[config.mk]
export PLATFORM = sky130hd
export DESIGN_NAME = match_controller
export DESIGN_NICKNAME = d
export VERILOG_FILES = /design/src/rtl/match_controller.sv
export SDC_FILE = /design/constraint.sdc
export NUM_CORES = 1
export LEC_CHECK = 0
export ABC_AREA = 1
export CORE_MARGIN = 2
export CORE_UTILIZATION = 41
export DETAILED_ROUTE_END_ITERATION = 10
export HOLD_SLACK_MARGIN = 0.02
export PLACE_DENSITY_LB_ADDON = 0.05
export SLEW_MARGIN = 20
export SYNTH_ARGS = -nofsm -noshare
export SYNTH_HDL_FRONTEND = slang
export SYNTH_SLANG_ARGS = --single-unit
[constraint.sdc]
create_clock -name clk -period 1.3 [get_ports clk]
set_input_delay 0.13 -clock clk [delete_from_list [all_inputs] [get_ports clk]]
set_output_delay 0.13 -clock clk [all_outputs]
set_load 0.01 [all_outputs]
[src/rtl/match_controller.sv]
// match_controller
//   Sequencing controller for the card-comparison datapath. Collects one
//   4-bit card from each player per round over valid/ready handshakes,
//   presents the latched pair to the external compare block, samples its
//   2-bit result for one EVAL cycle, and keeps scores, round count and the
//   final match winner.
//
// Build option:
//   MATCH_CTRL_DRAW_REPLAY_EN - when defined, a drawn round (01 or illegal
//   00) is replayed and does not advance round_num; round_valid still
//   pulses with round_result = 01.
//
// Ports:
//   clk, rst_n                 clock (rising edge), async active-low reset
//   start                      begin a match (IDLE or DONE only)
//   p1_valid/p1_card/p1_ready  player 1 card handshake
//   p2_valid/p2_card/p2_ready  player 2 card handshake
//   cmp_p1_card, cmp_p2_card   latched cards to compare block
//   cmp_result                 compare output: 01 draw, 10 P1, 11 P2
//   round_valid                one-cycle pulse when a round resolves
//   round_result               result of last resolved round (held)
//   round_num                  rounds counted so far
//   p1_score, p2_score         rounds won per player
//   busy                       high in COLLECT or EVAL
//   match_done                 high in DONE
//   match_winner               01 draw, 10 P1, 11 P2; 00 unless DONE
module match_controller #(
  parameter int MAX_ROUNDS = 5,
  parameter int WIN_TARGET = 3,
  parameter int SCORE_W    = 3
) (
  input  logic               clk,
  input  logic               rst_n,
  input  logic               start,
  input  logic               p1_valid,
  input  logic [3:0]         p1_card,
  output logic               p1_ready,
  input  logic               p2_valid,
  input  logic [3:0]         p2_card,
  output logic               p2_ready,
  output logic [3:0]         cmp_p1_card,
  output logic [3:0]         cmp_p2_card,
  input  logic [1:0]         cmp_result,
  output logic               round_valid,
  output logic [1:0]         round_result,
  output logic [SCORE_W-1:0] round_num,
  output logic [SCORE_W-1:0] p1_score,
  output logic [SCORE_W-1:0] p2_score,
  output logic               busy,
  output logic               match_done,
  output logic [1:0]         match_winner
);

  localparam logic [1:0] S_IDLE    = 2'd0;
  localparam logic [1:0] S_COLLECT = 2'd1;
  localparam logic [1:0] S_EVAL    = 2'd2;
  localparam logic [1:0] S_DONE    = 2'd3;

  localparam logic [1:0] RES_DRAW = 2'b01;
  localparam logic [1:0] RES_P1   = 2'b10;
  localparam logic [1:0] RES_P2   = 2'b11;

  localparam logic [SCORE_W-1:0] LP_WIN = SCORE_W'(WIN_TARGET);
  localparam logic [SCORE_W-1:0] LP_MAX = SCORE_W'(MAX_ROUNDS);

  logic [1:0]         r_state;
  logic [3:0]         r_p1_card;
  logic [3:0]         r_p2_card;
  logic               r_p1_have;
  logic               r_p2_have;
  logic               r_round_valid;
  logic [1:0]         r_round_result;
  logic [SCORE_W-1:0] r_round_num;
  logic [SCORE_W-1:0] r_p1_score;
  logic [SCORE_W-1:0] r_p2_score;

  logic               w_collect;
  logic               w_eval;
  logic               w_done;
  logic               w_p1_hs;
  logic               w_p2_hs;
  logic               w_both;
  logic               w_p1_win;
  logic               w_p2_win;
  logic               w_draw;
  logic               w_count_round;
  logic               w_end;
  logic [1:0]         w_result;
  logic [SCORE_W-1:0] w_p1_score_nx;
  logic [SCORE_W-1:0] w_p2_score_nx;
  logic [SCORE_W-1:0] w_round_num_nx;

  assign w_collect = (r_state == S_COLLECT);
  assign w_eval    = (r_state == S_EVAL);
  assign w_done    = (r_state == S_DONE);

  always_comb begin
    w_p1_hs  = w_collect & ~r_p1_have & p1_valid;
    w_p2_hs  = w_collect & ~r_p2_have & p2_valid;
    // Leave COLLECT on the edge that completes the pair, including the
    // case where both players hand over in the same cycle.
    w_both   = (r_p1_have | w_p1_hs) & (r_p2_have | w_p2_hs);

    w_p1_win = (cmp_result == RES_P1);
    w_p2_win = (cmp_result == RES_P2);
    // Illegal 00 folds into a draw.
    w_draw   = ~(w_p1_win | w_p2_win);
    w_result = w_draw ? RES_DRAW : cmp_result;

`ifdef MATCH_CTRL_DRAW_REPLAY_EN
    w_count_round = ~w_draw;
`else
    w_count_round = 1'b1;
`endif

    w_p1_score_nx  = r_p1_score + SCORE_W'(w_p1_win);
    w_p2_score_nx  = r_p2_score + SCORE_W'(w_p2_win);
    w_round_num_nx = r_round_num + SCORE_W'(w_count_round);
    w_end = (w_p1_score_nx == LP_WIN) || (w_p2_score_nx == LP_WIN) ||
            (w_round_num_nx == LP_MAX);
  end

  always_ff @(posedge clk or negedge rst_n) begin
    if (!rst_n) begin
      r_state        <= S_IDLE;
      r_p1_card      <= '0;
      r_p2_card      <= '0;
      r_p1_have      <= 1'b0;
      r_p2_have      <= 1'b0;
      r_round_valid  <= 1'b0;
      r_round_result <= '0;
      r_round_num    <= '0;
      r_p1_score     <= '0;
      r_p2_score     <= '0;
    end else begin
      r_round_valid <= 1'b0;
      case (r_state)
        S_IDLE, S_DONE: begin
          if (start) begin
            r_p1_card   <= '0;
            r_p2_card   <= '0;
            r_p1_have   <= 1'b0;
            r_p2_have   <= 1'b0;
            r_round_num <= '0;
            r_p1_score  <= '0;
            r_p2_score  <= '0;
            r_state     <= S_COLLECT;
          end
        end
        S_COLLECT: begin
          if (w_p1_hs) begin
            r_p1_card <= p1_card;
            r_p1_have <= 1'b1;
          end
          if (w_p2_hs) begin
            r_p2_card <= p2_card;
            r_p2_have <= 1'b1;
          end
          if (w_both) r_state <= S_EVAL;
        end
        S_EVAL: begin
          r_p1_score     <= w_p1_score_nx;
          r_p2_score     <= w_p2_score_nx;
          r_round_num    <= w_round_num_nx;
          r_round_result <= w_result;
          r_round_valid  <= 1'b1;
          r_p1_have      <= 1'b0;
          r_p2_have      <= 1'b0;
          r_state        <= w_end ? S_DONE : S_COLLECT;
        end
        default: r_state <= S_IDLE;
      endcase
    end
  end

  assign p1_ready     = w_collect & ~r_p1_have;
  assign p2_ready     = w_collect & ~r_p2_have;
  assign cmp_p1_card  = r_p1_card;
  assign cmp_p2_card  = r_p2_card;
  assign round_valid  = r_round_valid;
  assign round_result = r_round_result;
  assign round_num    = r_round_num;
  assign p1_score     = r_p1_score;
  assign p2_score     = r_p2_score;
  assign busy         = w_collect | w_eval;
  assign match_done   = w_done;
  assign match_winner = !w_done                   ? 2'b00  :
                        (r_p1_score > r_p2_score) ? RES_P1 :
                        (r_p1_score < r_p2_score) ? RES_P2 : RES_DRAW;

endmodule

==> results.sh <==
export IMPL_power_total_mw=4.91
export IMPL_maxSlewHeadroom=0.786
export IMPL_numPortBuffers=40
export IMPL_drive_above_1_share=0.382
export IMPL_synth_compound_area_share=0.0848
export IMPL_finalCriticalPeriod_ps=1640
export IMPL_antennaDiodeCount=0
export IMPL_critPathMaxFanout=3
export IMPL_dpl_instance_area_mm2=0.00198
export IMPL_synth_xor_area_frac=0
export IMPL_clock_fmax_ghz=0.609
export IMPL_cts_buffer_depth=2
export IMPL_startpoint_type="flip-flop"
export IMPL_status="complete, but fails checks"
export IMPL_grt_pass1_vias=1356
export IMPL_die_w_um=60.6
export IMPL_synth_warnings=0
export IMPL_synthMuxAreaShare=0
export IMPL_track_usage=0.211
export IMPL_io_pin_count=41
export IMPL_firstDrtPassIters=4
export IMPL_ir_worst_vdd_uv=1390
export IMPL_p_leak_nw=1.19
export IMPL_nets=270
export IMPL_tightest_slew_ps=321
export IMPL_mostFrequentLayoutCell="nand2_1"
export IMPL_antenna_found_initial=0
export IMPL_synth_fa_ha_area_frac=0.114
export IMPL_core_area_mm2=0.00305
export IMPL_cts_root_buffer="clkbuf_4"
export IMPL_drc_errors=0
export IMPL_die_h_um=60.6
export IMPL_fin_setup_tns_ps=-7050
export IMPL_design_area_mm2=0.00233
export IMPL_crit_path_end_kind="primary output"
export IMPL_critPathKind="flip-flop to primary output"
export IMPL_numCtsBuffers=3
export IMPL_syn_to_final_growth_pct=77.7
export IMPL_start_util=0.430
export IMPL_critPathCapture="match_winner[1]"
export IMPL_dieArea_mm2=0.00367
export IMPL_maxCapViolCount=0
export IMPL_synth_top_family_by_area="simple AND/OR/NAND/NOR gates"
export IMPL_crit_start="p2_score[2]"
export IMPL_synth_seq_cells=24
export IMPL_finalHoldViolCount=0
export IMPL_fin_worst_skew_ps=3.03
export IMPL_hold_path_class="primary input to async pin"
export IMPL_worstPathRequired_ps=1170
export IMPL_violations="negative setup slack"
export IMPL_grt_overflow=0
export IMPL_worstPathArrival_ps=1510
export IMPL_syn_avg_cell_area_um2=8.31
export IMPL_whs_ps=168
export IMPL_wl_um=3630
export IMPL_reg2reg_depth=12
export IMPL_dp_final_hpwl_um=2300
export IMPL_vias_per_cell=4.68
export IMPL_ys_types=18
export IMPL_cts_clk_slew_worst_paths_ps=130
export IMPL_wl_per_cell_um=12.7
export IMPL_slew_viol_final=0
export IMPL_cts_sinks=24
export IMPL_gp_congestion=0.797
export IMPL_synth_seq_area_share=0.458
export IMPL_ff2ff_setup_slack_ps=-310
export IMPL_rsz0062_at_grt="yes"
export IMPL_grt_max_degree=25
export IMPL_clock_latency_ps=310
export IMPL_htree_num_levels=1
export IMPL_syn_inst=158
export IMPL_vias=1334
export IMPL_grt_pass1_wl_um=5820
export IMPL_num_rows=20
export IMPL_tritoncts="built"
export IMPL_r2r_end="cmp_p2_card[1]"
export IMPL_fin_crit_sh=1.26
export IMPL_timing_final_ws_setup_ps=-342
export IMPL_syn_area_mm2=0.00131
export IMPL_synthSimpleGateAreaFrac=0.269
export IMPL_ant_nets=0
export IMPL_final_cell_mix="nand2_1 (56), buf_4 (26), dfrtp_1 (24), inv_1 (18)"
export IMPL_setup_violations=27
export IMPL_p_per_area_mw_per_mm2=2110
export IMPL_r2r_start="r_state[1]"
export IMPL_first_iter_violations=23
export IMPL_synth_fp_nets=185
[per-stage QoR]
| stage | util | cells | worst slack (ps) |
|---|---|---|---|
| 2_1_floorplan | - | 158 | -52.7 |
| 3_3_place_gp | 0.648 | 261 | -399 |
| 3_5_place_dp | 0.648 | 261 | -464 |
| 4_1_cts | 0.734 | 281 | -307 |
| 5_1_grt | 0.764 | 285 | -419 |
| 6_report | 0.764 | 285 | -342 |
[area by class of cell]
type,count,area [um2]
multi-input combinational,109,833
fill,226,721
timing repair buffer,78,696
sequential,24,601
inverter,26,118
tap,44,55.1
clock buffer,3,22.5
timing repair inverter,1,7.51
[metal layers]
layer	vias to the layer above	global-route usage	wire length (um)
met4	0	0.0435	52
met5	-	0	0
li1	663	-	-
met3	6	0.0256	112
met1	629	0.236	1440
met2	36	0.421	2020
[critical path, cell delays in order, from the launching register on]
cell	delay (ps)
dfrtp_1	420
inv_2	90
ha_4	210
a21oi_2	130
o21ai_2	90
a21oi_2	120
buf_2	140
[worst min-delay path by stage]
stage	start	endpoint	slack, ps	cells after the start
2_1_floorplan	rst_n	cmp_p1_card[0]	-170	0
3_3_place_gp	cmp_p2_card[1]	cmp_p2_card[1]	450	2
3_5_place_dp	cmp_p1_card[2]	cmp_p1_card[2]	470	2
4_1_cts	rst_n	p2_score[2]	180	2
5_1_grt	rst_n	round_num[2]	190	2
6_report	rst_n	round_num[2]	170	2
[what timing repair did]
| action | CTS | global route |
|---|---|---|
| hold buffers | 0 | 0 |
| cloned | 2 | 0 |
| setup endpoints to repair | 47 | 32 |
| resized for setup | 95 | 20 |
| setup buffers | 16 | 4 |
| pin swaps | 15 | 17 |
[cell families (layout without fill, tap and decap cells)]
family | count (synthesis) | after routing
and+or+nand+nor | 76 | 76
buffers and inverters | 26 | 108
DFF | 24 | 24
AOI/OAI and AO/OA | 20 | 21
adders and majority gates | 12 | 12
[synth_stat cells]
cell / count / area (um2)
ha_1: 12 / 150
dfrtp_1: 24 / 601
a21oi_1: 4 / 20.0
inv_2: 3 / 11.3
nor2_8: 1 / 20.0
o21ai_0: 12 / 60.1
nor2_4: 4 / 45.0
nand3_1: 5 / 25.0
a21oi_2: 1 / 8.76
nor2_1: 3 / 11.3
nand3_2: 1 / 10.0
o21ai_2: 2 / 17.5
o21ai_1: 1 / 5.00
nand2_1: 59 / 221
nor2_2: 1 / 6.26
inv_1: 23 / 86.3
nand2_2: 1 / 6.26
nand3b_1: 1 / 7.51
[state kept, by name (all words and copies together), names as in the netlist]
| signal | cells |
|---|---|
| cmp_p2_card | 4 |
| round_num | 3 |
| r_state | 2 |
| round_result | 2 |
| p1_score | 3 |
| r_p2_have | 1 |
| p2_score | 3 |
| r_p1_have | 1 |
| cmp_p1_card | 4 |
| round_valid | 1 |
[power breakdown]
group          switching [mW]  total (mW)  internal (mW)
combinational            1.75        3.46           1.71
sequential              0.149        1.13          0.984
clock                   0.215       0.324          0.108
(Power assumes the default switching activity.)
